$ cat config.mk
export PLATFORM = sky130hd
export DESIGN_NAME = rect_bounce_flat
export DESIGN_NICKNAME = d
export VERILOG_FILES = /design/src/rtl/rect_bounce_if.sv /design/src/rtl/rect_bounce.sv /design/src/flat_wrapper.sv
export SDC_FILE = /design/constraint.sdc
export NUM_CORES = 1
export LEC_CHECK = 0
export BUFFER_PORTS_ARGS = -buffer_cell sky130_fd_sc_hd__buf_4
export CORE_ASPECT_RATIO = 1.2
export CORE_MARGIN = 4
export CORE_UTILIZATION = 38
export DETAILED_ROUTE_END_ITERATION = 7
export PLACE_DENSITY = 0.66
export SKIP_LAST_GASP = 1
export SYNTH_ARGS = -nofsm -noshare
export SYNTH_HDL_FRONTEND = slang
export SYNTH_SLANG_ARGS = --single-unit
$ cat constraint.sdc
create_clock -name clk_pix -period 8.5 [get_ports clk_pix]
set_input_delay 0.85 -clock clk_pix [delete_from_list [all_inputs] [get_ports clk_pix]]
set_output_delay 0.85 -clock clk_pix [all_outputs]
set_load 0.005 [all_outputs]
$ cat src/rtl/rect_bounce_if.sv
// Pixel-side bundle for rect_bounce: display timing in, painted pixel out.
// master = timing generator / sink side, slave = the painter.
interface rect_bounce_if #(
    parameter int CORDW = 10
);
    logic [CORDW-1:0] sx;
    logic [CORDW-1:0] sy;
    logic             de;
    logic             frame;
    logic             out_de;
    logic [3:0]       out_r;
    logic [3:0]       out_g;
    logic [3:0]       out_b;

    modport master (output sx, sy, de, frame, input out_de, out_r, out_g, out_b);
    modport slave  (input sx, sy, de, frame, output out_de, out_r, out_g, out_b);
endinterface

$ cat src/rtl/rect_bounce.sv
// Animated rectangle painter: per-frame X then Y step with edge bounce,
// and a 2-stage pixel pipeline painting fg inside / bg outside / black in blanking.
module rect_bounce #(
    parameter int CORDW = 10,
    parameter int H_RES = 640,
    parameter int V_RES = 480
) (
    input  logic             clk_pix,
    input  logic             rst_pix_n,
    rect_bounce_if.slave     pix,
    input  logic             enable,
    input  logic [CORDW-1:0] rect_w,
    input  logic [CORDW-1:0] rect_h,
    input  logic [3:0]       speed,
    input  logic [11:0]      fg_rgb,
    input  logic [11:0]      bg_rgb,
    output logic [CORDW-1:0] rect_x,
    output logic [CORDW-1:0] rect_y,
    output logic             bounce_x,
    output logic             bounce_y
);
    localparam int SW = CORDW + 1;
    localparam logic [CORDW-1:0] H_LIM  = CORDW'(H_RES);
    localparam logic [CORDW-1:0] V_LIM  = CORDW'(V_RES);
    localparam logic [SW-1:0]    H_LIMW = SW'(H_RES);
    localparam logic [SW-1:0]    V_LIMW = SW'(V_RES);

    typedef enum logic [1:0] {IDLE, STEP_X, STEP_Y} state_t;

    typedef struct packed {
        logic [CORDW-1:0] pos;
        logic             dir;
        logic             hit;
    } step_t;

    state_t           state, state_nxt;
    logic [CORDW-1:0] x, y, w_s, h_s;
    logic [CORDW-1:0] x_nxt, y_nxt, w_nxt, h_nxt;
    logic             dx, dy, dx_nxt, dy_nxt, bx_nxt, by_nxt;
    step_t            step_x_r, step_y_r;
    logic             inside_c, inside_q, de_q;

    function automatic logic [CORDW-1:0] clamp_size(
        input logic [CORDW-1:0] v,
        input logic [CORDW-1:0] lim,
        input logic [SW-1:0]    lim_w
    );
        if (v == '0)
            return CORDW'(1);
        else if ({1'b0, v} > lim_w)
            return lim;
        else
            return v;
    endfunction

    // Size clamp wins over motion so a grown rectangle is pulled back on-screen even when halted.
    function automatic step_t step_axis(
        input logic [CORDW-1:0] pos,
        input logic             dir,
        input logic [CORDW-1:0] size,
        input logic [CORDW-1:0] lim,
        input logic [SW-1:0]    lim_w,
        input logic [3:0]       spd,
        input logic             en
    );
        logic [SW-1:0] pend;
        logic [SW-1:0] spd_w;
        step_t         r;
        spd_w = SW'(spd);
        pend  = {1'b0, pos} + {1'b0, size};
        r.pos = pos;
        r.dir = dir;
        r.hit = 1'b0;
        if (pend > lim_w) begin
            r.pos = lim - size;
        end else if (en && dir && (pend + spd_w >= lim_w)) begin
            r.pos = lim - size;
            r.dir = 1'b0;
            r.hit = 1'b1;
        end else if (en && !dir && ({1'b0, pos} <= spd_w)) begin
            r.pos = '0;
            r.dir = 1'b1;
            r.hit = 1'b1;
        end else if (en) begin
            r.pos = dir ? pos + CORDW'(spd) : pos - CORDW'(spd);
        end
        return r;
    endfunction

    always_ff @(posedge clk_pix or negedge rst_pix_n) begin
        if (!rst_pix_n) begin
            state    <= IDLE;
            x        <= '0;
            y        <= '0;
            dx       <= 1'b1;
            dy       <= 1'b1;
            w_s      <= CORDW'(1);
            h_s      <= CORDW'(1);
            bounce_x <= 1'b0;
            bounce_y <= 1'b0;
        end else begin
            state    <= state_nxt;
            x        <= x_nxt;
            y        <= y_nxt;
            dx       <= dx_nxt;
            dy       <= dy_nxt;
            w_s      <= w_nxt;
            h_s      <= h_nxt;
            bounce_x <= bx_nxt;
            bounce_y <= by_nxt;
        end
    end

    always_comb begin
        state_nxt = state;
        x_nxt     = x;
        y_nxt     = y;
        dx_nxt    = dx;
        dy_nxt    = dy;
        w_nxt     = w_s;
        h_nxt     = h_s;
        bx_nxt    = 1'b0;
        by_nxt    = 1'b0;
        step_x_r  = step_axis(x, dx, w_s, H_LIM, H_LIMW, speed, enable);
        step_y_r  = step_axis(y, dy, h_s, V_LIM, V_LIMW, speed, enable);
        case (state)
            IDLE: begin
                if (pix.frame) begin
                    state_nxt = STEP_X;
                    w_nxt     = clamp_size(rect_w, H_LIM, H_LIMW);
                    h_nxt     = clamp_size(rect_h, V_LIM, V_LIMW);
                end
            end
            STEP_X: begin
                state_nxt = STEP_Y;
                x_nxt     = step_x_r.pos;
                dx_nxt    = step_x_r.dir;
                bx_nxt    = step_x_r.hit;
            end
            STEP_Y: begin
                state_nxt = IDLE;
                y_nxt     = step_y_r.pos;
                dy_nxt    = step_y_r.dir;
                by_nxt    = step_y_r.hit;
            end
            default: state_nxt = IDLE;
        endcase
    end

    always_comb begin
        inside_c = ({1'b0, pix.sx} >= {1'b0, x}) && ({1'b0, pix.sx} < {1'b0, x} + {1'b0, w_s}) &&
                   ({1'b0, pix.sy} >= {1'b0, y}) && ({1'b0, pix.sy} < {1'b0, y} + {1'b0, h_s});
    end

    always_ff @(posedge clk_pix or negedge rst_pix_n) begin
        if (!rst_pix_n) begin
            inside_q   <= 1'b0;
            de_q       <= 1'b0;
            pix.out_de <= 1'b0;
            pix.out_r  <= '0;
            pix.out_g  <= '0;
            pix.out_b  <= '0;
        end else begin
            inside_q   <= inside_c;
            de_q       <= pix.de;
            pix.out_de <= de_q;
            {pix.out_r, pix.out_g, pix.out_b} <= de_q ? (inside_q ? fg_rgb : bg_rgb) : '0;
        end
    end

    assign rect_x = x;
    assign rect_y = y;
endmodule

$ cat src/flat_wrapper.sv
// flat-port wrapper written by rule: the top's interface ports become plain ports
module rect_bounce_flat 
#(
    parameter int CORDW = 10,
    parameter int H_RES = 640,
    parameter int V_RES = 480
)
  (clk_pix, rst_pix_n, enable, rect_w, rect_h, speed, fg_rgb, bg_rgb, rect_x, rect_y, bounce_x, bounce_y, pix_sx, pix_sy, pix_de, pix_frame, pix_out_de, pix_out_r, pix_out_g, pix_out_b);
  rect_bounce_if #(.CORDW(CORDW)) pix_i ();
  input  logic clk_pix;
  input  logic rst_pix_n;
  input  logic enable;
  input  logic [CORDW-1:0] rect_w;
  input  logic [CORDW-1:0] rect_h;
  input  logic [3:0] speed;
  input  logic [11:0] fg_rgb;
  input  logic [11:0] bg_rgb;
  output logic [CORDW-1:0] rect_x;
  output logic [CORDW-1:0] rect_y;
  output logic bounce_x;
  output logic bounce_y;
  input wire logic [$bits(pix_i.sx)-1:0] pix_sx;
  input wire logic [$bits(pix_i.sy)-1:0] pix_sy;
  input wire logic [$bits(pix_i.de)-1:0] pix_de;
  input wire logic [$bits(pix_i.frame)-1:0] pix_frame;
  output wire logic [$bits(pix_i.out_de)-1:0] pix_out_de;
  output wire logic [$bits(pix_i.out_r)-1:0] pix_out_r;
  output wire logic [$bits(pix_i.out_g)-1:0] pix_out_g;
  output wire logic [$bits(pix_i.out_b)-1:0] pix_out_b;
  assign pix_i.sx = pix_sx;
  assign pix_i.sy = pix_sy;
  assign pix_i.de = pix_de;
  assign pix_i.frame = pix_frame;
  assign pix_out_de = pix_i.out_de;
  assign pix_out_r = pix_i.out_r;
  assign pix_out_g = pix_i.out_g;
  assign pix_out_b = pix_i.out_b;
  rect_bounce #(.CORDW(CORDW), .H_RES(H_RES), .V_RES(V_RES)) u_core (.clk_pix(clk_pix), .rst_pix_n(rst_pix_n), .pix(pix_i), .enable(enable), .rect_w(rect_w), .rect_h(rect_h), .speed(speed), .fg_rgb(fg_rgb), .bg_rgb(bg_rgb), .rect_x(rect_x), .rect_y(rect_y), .bounce_x(bounce_x), .bounce_y(bounce_y));
endmodule
==> results.sh <==
export IMPL_synth_xor_area_share_pct=3.80
export IMPL_layout_commonest_cell="buf_4"
export IMPL_fmax_mhz=252
export IMPL_layout_drive_gt1_share_pct=18.5
export IMPL_p_leak_uw=0.00357
export IMPL_cts_sinks=61
export IMPL_antenna_found_initial=0
export IMPL_synth_async_reset_ratio_pct=100
export IMPL_vdd_ir_drop_max_mv=0.152
export IMPL_syn_nets=867
export IMPL_drv_slew=0
export IMPL_cts_clk_slew_worst_paths_ns=0.06
export IMPL_fp_row_count=51
export IMPL_die_x_microns=125
export IMPL_crit_type="reg2reg"
export IMPL_cts_buffer_depth=2
export IMPL_synth_top_area_share_pct=22.9
export IMPL_netlist_area_sq_um=6230
export IMPL_finalWeightedCongestion=0.898
export IMPL_ys_seq_elements=61
export IMPL_fin_nets=969
export IMPL_cp_endpoint="u_core.rect_x[8]"
export IMPL_synth_area_top_cells="dfrtp_1, ha_1, o21ai_0"
export IMPL_final_setup_tns_ns=0
export IMPL_worstPathRequired_ns=8.69
export IMPL_fin_crit_sh_pct=46.6
export IMPL_dpl_cell_count=1005
export IMPL_critical_path_arrival_ns=4.15
export IMPL_slew_limit_headroom_pct=34.7
export IMPL_grt_pass1_vias=5706
export IMPL_insertedDiodeCount=0
export IMPL_worst_slew_pin_slew_ns=0.955
export IMPL_grt_pass1_wl_mm=28.8
export IMPL_holdWs_ns=0.529
export IMPL_coreArea_sq_um=16100
export IMPL_yosys_area_top_type="dfrtp_1"
export IMPL_wl_mm=17.4
export IMPL_io_pins=108
export IMPL_final_cells=1021
export IMPL_max_cap_violations=0
export IMPL_drc=0
export IMPL_dpl_hpwl_mm=14.1
export IMPL_synthToLayoutAreaGrowth_pct=21.2
export IMPL_synth_top_family_by_area="compound AO/OA/AOI/OAI gates"
export IMPL_n_fill_cell=1610
export IMPL_grt_total_usage_pct=18.9
export IMPL_postLayoutSetupSlackWorst_ns=4.54
export IMPL_cts_tree="done"
export IMPL_synth_mux_area_share_pct=3.58
export IMPL_final_cell_mix="buf_4, ha_1, dfrtp_1"
export IMPL_dr_pass1_iters=5
export IMPL_cts_resized=0
export IMPL_dieArea_sq_um=18500
export IMPL_rsz0062_at_grt="false"
export IMPL_drt_wirelength_per_cell_microns=17.0
export IMPL_ys_types=74
export IMPL_p_per_area_nw_per_um2=386
export IMPL_dp_slack_ns=4.58
export IMPL_die_h_microns=148
export IMPL_numPortBuffers=107
export IMPL_finalSetupViolations=0
export IMPL_synth_edff_count=0
export IMPL_drt_iter0_markers=282
export IMPL_endpoint_kind="flop"
export IMPL_startpoint="u_core.rect_x[1]"
export IMPL_worstSetupStartpointType="flop"
export IMPL_fin_crit_ns=3.96
export IMPL_postCtsHoldBufs=0
export IMPL_ff2ff_setup_slack_ns=4.54
export IMPL_r2r_start="u_core.rect_x[1]"
export IMPL_yosys_warnings=0
export IMPL_ys_flop_type="dfrtp_1"
export IMPL_grt_overflow_total=0
export IMPL_ant_nets=0
export IMPL_via_per_inst=5.53
export IMPL_hold_viol_final=0
export IMPL_root_buffer="clkbuf_16"
export IMPL_synth_seq_area_share_pct=24.6
export IMPL_syn_inst=702
export IMPL_grt_max_degree=62
export IMPL_cts_setup_buffers=0
export IMPL_start_util_pct=38.6
export IMPL_cts_htree_levels=3
export IMPL_cts_buffers=9
export IMPL_postSynthAreaPerCell_sq_um=8.87
export IMPL_seq_area_sq_um=1530
export IMPL_r2r_end="u_core.rect_x[8]"
export IMPL_clkLatencyLatePin_ns=0.32
export IMPL_rr_worst_depth=14
export IMPL_hold_path_class="reg2reg"
export IMPL_via_count=5651
export IMPL_crit_fanout=10
export IMPL_multiInputGateArea_sq_um=4420
export IMPL_status="finished clean"
export IMPL_synthAdderAreaFrac_pct=19.5
export IMPL_fin_worst_skew_ns=0.00819
export IMPL_synth_compound_area_share_pct=25.5
export IMPL_yosys_area_share_simple_pct=18.6
-- power by group --
| part | total (uW) | internal [uW] | switching [uW] | leakage (uW) |
|---|---|---|---|---|
| clock | 396 | 264 | 132 | 0.000158 |
| combinational | 1960 | 847 | 1110 | 0.00266 |
| sequential | 564 | 380 | 184 | 0.000750 |
-- state kept, by name, indices dropped and copies added, names as in the netlist --
name               count
u_core.rect_y         10
u_core.state           2
u_core.dy              1
u_core.inside_q        1
u_core.rect_x         10
u_core.pix.out_de      1
u_core.bounce_x        1
u_core.pix.out_b       4
u_core.bounce_y        1
u_core.h_s            10
u_core.pix.out_g       4
u_core.dx              1
u_core.w_s            10
u_core.pix.out_r       4
u_core.de_q            1
-- worst max-delay path, stage by stage, from the launching register on --
cell	delay, ns
dfrtp_1	0.58
ha_1	0.31
a211oi_2	0.39
nor2_1	0.12
xor2_1	0.17
ha_1	0.31
nand2_1	0.06
o21ai_0	0.21
nand3_1	0.14
or3_1	0.32
a311oi_1	0.36
or2_1	0.18
a41o_1	0.43
a22oi_1	0.13
o311ai_0	0.12
-- worst min-delay path by stage --
stage / endpoint / cells past startpoint / startpoint
after floorplan: u_core.pix.out_de / 0 / u_core.de_q
after global placement: u_core.w_s[0] / 2 / u_core.w_s[0]
after detailed placement: u_core.state[1] / 1 / u_core.state[1]
after CTS: u_core.w_s[0] / 2 / u_core.w_s[0]
after global routing: u_core.state[1] / 1 / u_core.state[1]
final: u_core.state[1] / 1 / u_core.state[1]
-- stage by stage --
step / cell area [sq um] / total power, uW / utilization (%)
after floorplan: 6230 / 1960 / -
after global placement: 7220 / 2490 / 44.7
after detailed placement: 7220 / 2510 / 44.7
after CTS: 7550 / 2920 / 46.7
after global routing: 7550 / 3190 / 46.7
final: 7550 / 2920 / 46.7
-- area by class of cell --
type                            instances  area share (%)
Clock buffer                           10            3.17
Inverter                               55            2.74
Sequential cell                        61            20.3
Tap cell                              212            3.51
Multi-Input combinational cell        570            58.5
Clock inverter                          6            1.14
Timing Repair Buffer                  107            10.6
-- synthesized netlist by cell type (all sizes together), types with 6 or more instances --
| library cell | instances |
|---|---|
| a211oi | 11 |
| a21o | 19 |
| a21oi | 36 |
| a22o | 9 |
| a22oi | 10 |
| and3 | 8 |
| buf | 6 |
| clkbuf | 10 |
| dfrtp | 57 |
| fa | 8 |
| ha | 84 |
| inv | 55 |
| mux2i | 20 |
| nand2 | 48 |
| nand2b | 8 |
| nand3 | 15 |
| nand4 | 9 |
| nor2 | 43 |
| nor2b | 24 |
| nor3 | 11 |
| nor4 | 16 |
| o211ai | 10 |
| o21a | 8 |
| o21ai | 52 |
| or3 | 12 |
| xnor2 | 11 |
| xor2 | 16 |
-- logic make-up (layout without fill, tap and decap cells) --
| group | after synthesis | in the layout |
|---|---|---|
| compound gates | 214 | 214 |
| xor+xnor | 27 | 27 |
| fa+ha+maj | 92 | 92 |
| buf+inv | 71 | 178 |
| flops | 61 | 61 |
| mux | 22 | 22 |
| simple gates | 215 | 215 |
-- metal layers --
metal	routed length, microns	vias up	GRT usage [%]
met5	0	-	0
li1	-	2829	-
met3	655	31	2.01
met2	8930	139	33.8
met4	503	0	7.00
met1	7310	2652	23.4
No activity file was read; power rests on OpenSTA's default activity.
